<file path="src/rtl/seg_scan_ctrl.sv">
// Multiplexed seven-segment scan controller: time-slices a double-buffered
// hex value across NDIG digit strobes, with optional leading-zero blanking.
module seg_scan_ctrl #(
    parameter int unsigned NDIG     = 6,
    parameter int unsigned TICK_DIV = 50000
) (
    input  logic                clk,
    input  logic                rst,
    input  logic                enable,
    input  logic                load,
    input  logic [4*NDIG-1:0]   value,
    input  logic                lz_sup,
    output logic [3:0]          hex_out,
    output logic [NDIG-1:0]     dig_sel,
    output logic                frame_done,
    output logic                pending
);

    localparam int unsigned PW = (TICK_DIV > 2) ? $clog2(TICK_DIV) : 1;
    localparam int unsigned IW = (NDIG > 2) ? $clog2(NDIG) : 1;
    localparam int unsigned VW = 4 * NDIG;

    localparam logic [PW-1:0] PRESC_LAST = PW'(TICK_DIV - 1);
    localparam logic [IW-1:0] IDX_LAST   = IW'(NDIG - 1);

    typedef enum logic {
        ST_IDLE = 1'b0,
        ST_SCAN = 1'b1
    } state_t;

    state_t          state_q, state_d;
    logic [IW-1:0]   idx_q, idx_d;
    logic [PW-1:0]   presc_q, presc_d;
    logic [VW-1:0]   shadow_q, shadow_d;
    logic [VW-1:0]   active_q, active_d;
    logic            pending_q, pending_d;
    logic            frame_done_q, frame_done_d;
    logic [NDIG-1:0] dig_sel_q, dig_sel_d;
    logic [3:0]      hex_q, hex_d;

    logic            show_c;
    logic            zero_run_c;
    logic [NDIG-1:0] blank_c;

    // Next-state: scan sequencing, buffer transfer, and the strobe/nibble to present
    always_comb begin
        state_d      = state_q;
        idx_d        = idx_q;
        presc_d      = presc_q;
        shadow_d     = shadow_q;
        active_d     = active_q;
        pending_d    = pending_q;
        frame_done_d = 1'b0;
        show_c       = 1'b0;

        case (state_q)
            ST_IDLE: begin
                idx_d   = '0;
                presc_d = '0;
                // Nothing is on screen, so an unqueued load can go straight to the display
                if (load) begin
                    shadow_d = value;
                    if (!pending_q) begin
                        active_d = value;
                    end
                end
                if (enable) begin
                    state_d = ST_SCAN;
                    show_c  = 1'b1;
                end
            end
            ST_SCAN: begin
                if (!enable) begin
                    state_d = ST_IDLE;
                    idx_d   = '0;
                    presc_d = '0;
                end else begin
                    show_c = 1'b1;
                    if (presc_q == PRESC_LAST) begin
                        presc_d = '0;
                        if (idx_q == IDX_LAST) begin
                            idx_d        = '0;
                            frame_done_d = 1'b1;
                            // Swap only between frames so no frame mixes two values
                            if (pending_q) begin
                                active_d  = shadow_q;
                                pending_d = 1'b0;
                            end
                        end else begin
                            idx_d = idx_q + IW'(1);
                        end
                    end else begin
                        presc_d = presc_q + PW'(1);
                    end
                end
                // Applied after the transfer so a wrap-edge load queues for the next frame
                if (load) begin
                    shadow_d  = value;
                    pending_d = 1'b1;
                end
            end
            default: begin
                state_d = ST_IDLE;
            end
        endcase

        // Digit i is blank when it and every more significant digit are zero
        zero_run_c = 1'b1;
        blank_c    = '0;
        for (int i = NDIG - 1; i >= 1; i--) begin
            zero_run_c = zero_run_c && (active_d[4*i +: 4] == 4'h0);
            blank_c[i] = zero_run_c;
        end

        dig_sel_d = '0;
        hex_d     = 4'h0;
        for (int i = 0; i < NDIG; i++) begin
            if (show_c && (idx_d == IW'(i)) && !(lz_sup && blank_c[i])) begin
                dig_sel_d[i] = 1'b1;
                hex_d        = active_d[4*i +: 4];
            end
        end
    end

    // State and output registers
    always_ff @(posedge clk or posedge rst) begin
        if (rst) begin
            state_q      <= ST_IDLE;
            idx_q        <= '0;
            presc_q      <= '0;
            shadow_q     <= '0;
            active_q     <= '0;
            pending_q    <= 1'b0;
            frame_done_q <= 1'b0;
            dig_sel_q    <= '0;
            hex_q        <= 4'h0;
        end else begin
            state_q      <= state_d;
            idx_q        <= idx_d;
            presc_q      <= presc_d;
            shadow_q     <= shadow_d;
            active_q     <= active_d;
            pending_q    <= pending_d;
            frame_done_q <= frame_done_d;
            dig_sel_q    <= dig_sel_d;
            hex_q        <= hex_d;
        end
    end

    assign hex_out    = hex_q;
    assign dig_sel    = dig_sel_q;
    assign frame_done = frame_done_q;
    assign pending    = pending_q;

endmodule

</file>
<file path="config.mk">
export PLATFORM = sky130hd
export DESIGN_NAME = seg_scan_ctrl
export DESIGN_NICKNAME = d
export VERILOG_FILES = /design/src/rtl/seg_scan_ctrl.sv
export SDC_FILE = /design/constraint.sdc
export NUM_CORES = 1
export LEC_CHECK = 0
export CAP_MARGIN = 20
export CORE_MARGIN = 2
export CORE_UTILIZATION = 29
export CTS_CLUSTER_DIAMETER = 60
export DETAILED_ROUTE_END_ITERATION = 6
export RECOVER_POWER = 100
export SYNTH_ARGS = -nofsm -noshare
export SYNTH_HDL_FRONTEND = slang
export SYNTH_SLANG_ARGS = --single-unit
export TNS_END_PERCENT = 1
</file>
<file path="constraint.sdc">
create_clock -name clk -period 5.3 [get_ports clk]
set_input_delay 1.06 -clock clk [delete_from_list [all_inputs] [get_ports clk]]
set_output_delay 1.06 -clock clk [all_outputs]
set_load 0.1 [all_outputs]
</file>
Yosys cells after proc, flatten, opt, wreduce, memory -nomap -nowiden
Index checks and enable logic that the tools add are counted.
W data, S select, Z words.
{"block": "totals", "regBits": 80, "in_bits": 29}
{"block": "classes", "add_sub_neg": 2, "eq_ne": 7, "mux": 36, "bitwise": 1, "n_reduce_logical": 35}
{"op": "$mux W24", "n": 7}
{"op": "$pmux W24 S2", "n": 1}
{"op": "$mux W16", "n": 2}
{"op": "$pmux W16 S2", "n": 1}
{"op": "$mux W4", "n": 6}
{"op": "$logic_and A1 B1 Y1", "n": 20}
{"op": "$logic_not A4 Y1", "n": 5}
{"op": "$add A16 B1 Y16 const B", "n": 1}
{"op": "$eq A16 B16 Y1 const B", "n": 1}
{"op": "$mux W1", "n": 15}
{"op": "$eq A3 B3 Y1 const B", "n": 3}
{"op": "$mux W3", "n": 3}
{"op": "$eq A3 B2 Y1 const B", "n": 2}
{"op": "$pmux W3 S2", "n": 1}
{"op": "$reduce_bool A2 Y1", "n": 3}
{"op": "$logic_not A1 Y1", "n": 5}
{"op": "$reduce_and A4 Y1", "n": 1}
{"op": "$add A3 B1 Y3 const B", "n": 1}
{"op": "$eq A3 B1 Y1 const B", "n": 1}
{"op": "$logic_not A3 Y1", "n": 1}
{"op": "$not A1 Y1", "n": 1}

Depth between registers and ports, before layout
Gate-level depths: netlist (run 1).
{"block": "logic_depth", "word_depth": 18, "mapped_depth": 12, "mapped_depth_nobuf": 9}

Worst setup path after synthesis (run 1)
OpenSTA, ideal clock, no wires.
{"block": "synth_path", "kind": "input-to-reg", "from": "input load", "to": "register hex_q[1] (netlist: hex_out[1])", "setup_ps": 78, "arrival_time_ps": 3034, "setup_slack_ps": 2189, "path_stages": 10, "path_cell_list": "clkbuf_1 > nor2b_1 > clkbuf_1 > clkbuf_1 > nand2_1 > and3_1 > a31oi_1 > a222oi_1 > and3b_1 > o2bb2ai_1"}
{"block": "synth_between", "elab_cells_between_ends": 32}
{"element": "from (decl)", "line_no": "10", "rtl": "input logic load,"}
{"element": "$mux W24 *", "line_no": "61", "rtl": "if (load) begin"}
{"element": "$pmux W24 S2 *", "line_no": "56", "rtl": "case (state_q)"}
{"element": "net active_d[9]", "line_no": "35", "rtl": "logic [VW-1:0] active_q, active_d;"}
{"element": "$logic_not A4 Y1", "line_no": "111", "rtl": "zero_run_c = zero_run_c && (active_d[4*i +: 4] == 4'h0);"}
{"element": "$logic_and A1 B1 Y1 (2 in a row)", "line_no": "111"}
{"element": "$logic_and A1 B1 Y1", "line_no": "118", "rtl": "if (show_c && (idx_d == IW'(i)) && !(lz_sup && blank_c[i])) begin"}
{"element": "$logic_not A1 Y1", "line_no": "118"}
{"element": "$logic_and A1 B1 Y1", "line_no": "118"}
{"element": "$mux W4", "line_no": "118"}
{"element": "$mux W4 * (4 in a row)", "line_no": "118"}
{"element": "net hex_d[1]", "line_no": "39", "rtl": "logic [3:0] hex_q, hex_d;"}
{"element": "to (signal assigned)", "line_no": "136", "rtl": "hex_q <= 4'h0;"}
{"element": "to (signal assigned)", "line_no": "146", "rtl": "hex_q <= hex_d;"}
{"element": "to (decl)", "line_no": "39"}
The timed path passes the listed nets; every way through them passes the cells marked *.
A chain may end at the register's enable or synchronous reset.

Final worst setup path (run 1)
{"block": "layout_path", "from": "input load", "to": "register dig_sel_q[3] (netlist: dig_sel[3])"}
{"block": "layout_between", "elab_cells_between_ends": 11}
{"element": "$mux W24", "line_no": "61"}
{"element": "$pmux W24 S2", "line_no": "56"}
{"element": "net active_d[14]", "line_no": "35"}
{"element": "$logic_not A4 Y1", "line_no": "111"}
{"element": "$logic_and A1 B1 Y1", "line_no": "111"}
{"element": "$logic_and A1 B1 Y1", "line_no": "118"}
{"element": "$logic_not A1 Y1", "line_no": "118"}
{"element": "$logic_and A1 B1 Y1", "line_no": "118"}
{"element": "$mux W1", "line_no": "118"}
{"element": "net dig_sel_d[3]", "line_no": "38", "rtl": "logic [NDIG-1:0] dig_sel_q, dig_sel_d;"}
{"element": "to (signal assigned)", "line_no": "145", "rtl": "dig_sel_q <= dig_sel_d;"}
{"element": "to (decl)", "line_no": "38"}
The timed path passes the listed nets, and every way through them passes these cells.

==> out/qor.csv, run 1 <==
metric;value;unit
Die Height;120;um
Layout Skew;0.00860;ns
Starting DRT DRC Count;227;
Synth async-reset ratio;100;%
via-per-instance ratio;5.08;
largest net degree at the start of global routing;49;
Synth cell types;49;
crit end category;flop;
worst ir drop on vdd;128;uV
CTS clk-pin slew, worst paths;0.06;ns
core area;13100;um^2
Post-CTS Resized;0;
worst hold-check path type;flop to flop;
first-pass GRT wire length;16300;um
unrepaired setup endpoints after global routing;false;
nets;468;
CTS Hold Bufs;0;
Clock Power Share;44.5;%
FF-to-FF setup slack;1.29;ns
Port Buffers;40;
Layout area overhead;22.0;%
status;complete, but fails checks;
most common cell after layout, fill and taps aside;nand2_1;
Compound-Gate Fraction of Synth Area;10.9;%
GRT overflow;0;
HPWL Detailed;6780;um
failing checks;capacitance limit, slew limit;
multiplexer area fraction after synthesis;5.68;%
post-synth top area cell;dfrtp_1;
gr usage total;14.2;%
cell area after layout;4730;um^2
Yosys reg bits;80;
Post-DP Area;4460;um^2
largest family of logic cells by synthesized area;simple AND/OR/NAND/NOR gates;
worst slew pin tran;2.16;ns
fraction of layout cells with a size suffix above 1;8.82;%
later-pin clock latency in the skew report;0.34;ns
vias in the first global route;3207;
setup_tns;0;ns
H-Tree Depth;3;
Die Width;120;um
Routed Antenna Nets;0;
clk sinks;80;
vias;3138;
Final Setup Violations;0;
P_leak;2.07;nW
dominant synthesized flop cell;dfrtp_1;
Power Dens Cells;302;nW/um^2
Clock Tree Buf Depth;2;
GP Congestion;0.769;
f_max;225;MHz
EDFF count, synth;0;
Pint;1.09;mW
clock root cell;clkbuf_16;
Seq/Total Area, Yosys;51.6;%
switching part of the total;23.8;%
Gate Count Post-Synth;402;
simple-gate share of the synthesized area;25.1;%
post-layout min period;4.44;ns
Final Hold Vio Count;0;
Post-Synth Adder-Cell Area;0.323;%
Rows;42;
initial core utilization;29.5;%
CP required;5.50;ns
startpoint class of the critical path;primary input;
most frequent cells in the layout;nand2_1, dfrtp_1, and3_1, clkdlybuf4s50_1, nor2_1;
critical path data arrival time;4.64;ns
sw power;339;uW
Max-Cap Viols;2;
cells taking the most area after synthesis;dfrtp_1, nand2_1, and3_1, mux2_2, nor2_1;
crit share post-route;83.7;%
Post-CTS Setup Bufs;0;
fin. max-slew vios;58;
Logic pwr share;9.2;%
synth warn;0;
Rel. slew slack;-44.6;%
Setup CP Type;primary input to flop;
initial antenna violation count;0;
WL final;9570;um
Wirelength per Cell;15.5;um
synthesized area per cell;9.65;um^2
diode count;0;
Mapped Nets;432;
Layout fillers;1351;
XOR/XNOR share of the synthesized area;2.94;%
I/O Pins;41;
synthesized cell area;3880;um^2
post-synth top area share;51.6;%
Seq pwr share;46.4;%
drt pass-1 iters;5;
Remaining DRCs;0;
crit path max fanout;14;
CTS Buf Count;9;
die area;14300;um^2
CTS tree;yes;
## final cells by class
class,instances,area [um^2],share of cell area [%]
multi-input cells,288,1720,36.3
repair buffers,45,430,9.10
inverters,14,53.8,1.14
clock buffers,11,253,5.34
flip-flops and latches,80,2000,42.3
well taps,176,220,4.65
clock inverters,4,52.6,1.11
## power by group through the flow
stage / logic [mW] / registers [mW] / clock network, mW
after floorplan: 0.0720 / 0.681 / 0
after global placement: 0.133 / 0.671 / 0
after detailed placement: 0.136 / 0.672 / 0
after CTS: 0.136 / 0.661 / 0.646
after global routing: 0.146 / 0.665 / 0.674
final: 0.131 / 0.661 / 0.634
## kinds of logic after synthesis
family	count (synthesis)
buf+inv	34
flops	80
fa+ha+maj	1
mux	20
xor+xnor	13
simple gates	193
compound gates	61
## flip-flops by register name, indices dropped and copies added (netlist names)
register	count
active_q	24
shadow_q	24
presc_q	16
dig_sel	6
hex_out	4
idx_q	3
frame_done	1
pending	1
state_q	1
## final timing paths
| check | startpoint | endpoint | depth (start not counted) |
|---|---|---|---|
| worst max register to register | presc_q[11] | hex_out[3] | 8 |
| worst min register to register | presc_q[0] | presc_q[0] | 1 |
| max in group asynchronous | rst | shadow_q[14] | 3 |
| worst min-delay path | presc_q[0] | presc_q[0] | 1 |
| worst max-delay path | load | dig_sel[3] | 8 |
| min in group asynchronous | rst | active_q[21] | 2 |
## Yosys cell counts, types with 3 or more instances
cell type,count
a211oi_1,5
a21oi_1,9
a222oi_1,4
a311oi_1,7
a31oi_1,10
and3_1,30
and3b_1,4
buf_2,3
clkbuf_1,16
dfrtp_1,80
inv_1,13
mux2_2,16
mux2i_1,4
nand2_1,89
nand3_1,7
nand4_1,3
nor2_1,21
nor2b_1,3
nor3_1,12
nor4_1,5
o21ai_0,14
o2bb2ai_1,4
or4_1,3
xnor2_1,6
xor2_1,7
## metal layers
| layer | vias to the layer above | track usage, % | share of wire, % |
|---|---|---|---|
| met5 | - | 0 | 0 |
| met2 | 98 | 22.2 | 46 |
| met3 | 15 | 3.18 | 5.7 |
| met1 | 1535 | 19.3 | 46 |
| met4 | 0 | 4.93 | 1.9 |
| li1 | 1490 | - | - |
## worst max-delay path: stages
cell,delay [ns]
dlygate4sd3_1,0.97
nor2b_1,0.72
clkbuf_1,0.61
nand2_1,0.10
and3_1,0.18
a311oi_1,0.47
nor4_1,0.15
a21boi_0,0.38
## metrics by stage
step | utilization (%) | hold WS [ns] | std cells | worst slack [ns] | power (mW)
after floorplan | - | 0.425 | 402 | 2.19 | 0.753
after global placement | 34.0 | 0.441 | 603 | 1.09 | 0.804
after detailed placement | 34.0 | 0.451 | 603 | 0.899 | 0.808
after CTS | 36.3 | 0.459 | 618 | 1.28 | 1.44
after global routing | 36.0 | 0.484 | 618 | 0.540 | 1.49
final | 36.0 | 0.463 | 618 | 0.862 | 1.43
(Power assumes the default switching activity.)
==> run 2, diff against run 1 <==
==> constraint.sdc (replaced) <==
create_clock -name clk -period 3.8 [get_ports clk]
set_input_delay 0.76 -clock clk [delete_from_list [all_inputs] [get_ports clk]]
set_output_delay 0.76 -clock clk [all_outputs]
set_load 0.1 [all_outputs]
==> run 2 against run 1 <==
Against the previous run:
- the run still ends with capacitance limit, slew limit left
- final cell count increased by 1.3%
- sequential share of layout area decreased by 0.42 points
- non-clock buffer count increased by 7
- register-to-register slack got worse by 0.95 ns
- sequential power increased by 39%
- first-iteration DRC count increased by 23%
- critical path depth increased by 1
- setup slack got worse by 0.52 ns
- die area unchanged
- clock power increased by 38%
- worst hold slack got worse by 0.0018 ns
==> out/qor.csv, run 2 (synthesis results as in run 1) <==
metric;value;unit
status;complete, but fails checks;
failing checks;capacitance limit, slew limit;
setup ws final;0.344;ns
Port Buffers;40;
placed insts;610;
unrepaired setup endpoints after global routing;false;
slowest stage delay, CP;0.68;ns
Layout fillers;1320;
Die Height;120;um
Starting DRT DRC Count;279;
startpoint class of the critical path;flop;
biggest regs;active_q: 24 flops, shadow_q: 24 flops, presc_q: 16 flops;
Power Dens Cells;415;nW/um^2
Sequential Area;2000;um^2
Multi-input gate area;1730;um^2
Layout Skew;0.00753;ns
first-pass GRT wire length;16200;um
Final Setup Violations;0;
H-Tree Depth;3;
crit path max fanout;16;
CTS clk-pin slew, worst paths;0.06;ns
HPWL Detailed;6940;um
Rel. slew slack;-20.9;%
CTS Buf Count;9;
Die Width;120;um
Remaining DRCs;0;
Setup Slack @ Placement;0.436;ns
f_max;289;MHz
initial core utilization;29.5;%
I/O Pins;41;
crit path max-delay cell type;or4_1;
vias;3105;
Routed Antenna Nets;0;
crit end category;flop;
clock root cell;clkbuf_16;
gr usage total;14.2;%
Wirelength per Cell;15.6;um
Final Hold Vio Count;0;
Post-CTS Resized;0;
setup_tns;0;ns
CTS Hold Bufs;0;
CP required;4.06;ns
most common cell after layout, fill and taps aside;nand2_1;
clk sinks;80;
worst path cell trace;or4b_1, or4_1, nor2_2, buf_4, nor3_1, a311oi_1, a222oi_1, and3b_1, o2bb2ai_1;
Finished Layout Cells;626;
most frequent cells in the layout;nand2_1, dfrtp_1, and3_1, clkdlybuf4s50_1, nor2_1;
WL final;9770;um
initial antenna violation count;0;
critical path data arrival time;3.72;ns
Tot Pwr;1.98;mW
later-pin clock latency in the skew report;0.34;ns
core area;13100;um^2
worst slew pin tran;1.80;ns
Post-CTS Setup Bufs;0;
Max-Cap Viols;1;
Layout area overhead;23.2;%
crit share post-route;90.9;%
diode count;0;
vias in the first global route;3147;
post-layout min period;3.46;ns
Rows;42;
GRT overflow;0;
Clock Tree Buf Depth;2;
CTS tree;yes;
Setup CP Type;flop to flop;
worst ir drop on vdd;232;uV
fin. max-slew vios;41;
largest net degree at the start of global routing;42;
fraction of layout cells with a size suffix above 1;10.0;%
die area;14300;um^2
GP Congestion;0.831;
via-per-instance ratio;4.96;
worst hold-check path type;flop to flop;
drt pass-1 iters;5;
nets;475;
P_leak;2.08;nW
## run 2: layout make-up
| type | count | area share [%] |
|---|---|---|
| well taps | 176 | 4.61 |
| flip-flops and latches | 80 | 41.9 |
| inverters | 14 | 1.13 |
| multi-input cells | 288 | 36.2 |
| clock buffers | 14 | 5.53 |
| clock inverters | 2 | 0.786 |
| repair buffers | 52 | 9.90 |
## run 2: through the flow
stage	area, um^2	hold WS (ns)	utilization (%)
floorplan	3880	0.425	-
global route	4780	0.483	36.4
detailed placement	4530	0.448	34.5
global placement	4530	0.443	34.5
CTS	4830	0.456	36.8
finish	4780	0.461	36.4
## run 2: path summary, 6_finish.rpt
kind                            slack (ns)   startpoint  cells after the start      endpoint
worst min register to register        0.46   presc_q[0]                      1    presc_q[0]
worst min-delay path                  0.46   presc_q[0]                      1    presc_q[0]
min in group asynchronous             1.33          rst                      2  shadow_q[19]
max in group asynchronous             0.79          rst                      3   shadow_q[4]
worst max-delay path                  0.34  presc_q[11]                      9    hex_out[0]
worst max register to register        0.34  presc_q[11]                      9    hex_out[0]
## run 2: worst max-delay path, delay by kind of cell, from the launching register on
family | cells | cell delay, ns
DFF | 1 | 0.44
and+or+nand+nor | 5 | 1.91
AOI/OAI and AO/OA | 3 | 0.75
buffers and inverters | 1 | 0.29
## run 2: report_power, final
part | switching [mW] | total (mW) | internal [mW]
combinational | 0.110 | 0.186 | 0.0755
clock | 0.332 | 0.877 | 0.546
sequential | 0.0221 | 0.921 | 0.899
total | 0.464 | 1.98 | 1.52
## run 2: metal layers
| metal | routed length [um] | vias to the layer above | global-route usage [%] |
|---|---|---|---|
| li1 | - | 1500 | - |
| met1 | 4650 | 1522 | 19.5 |
| met2 | 4570 | 77 | 22.1 |
| met3 | 475 | 6 | 3.37 |
| met4 | 68 | 0 | 4.63 |
| met5 | 0 | - | 0 |
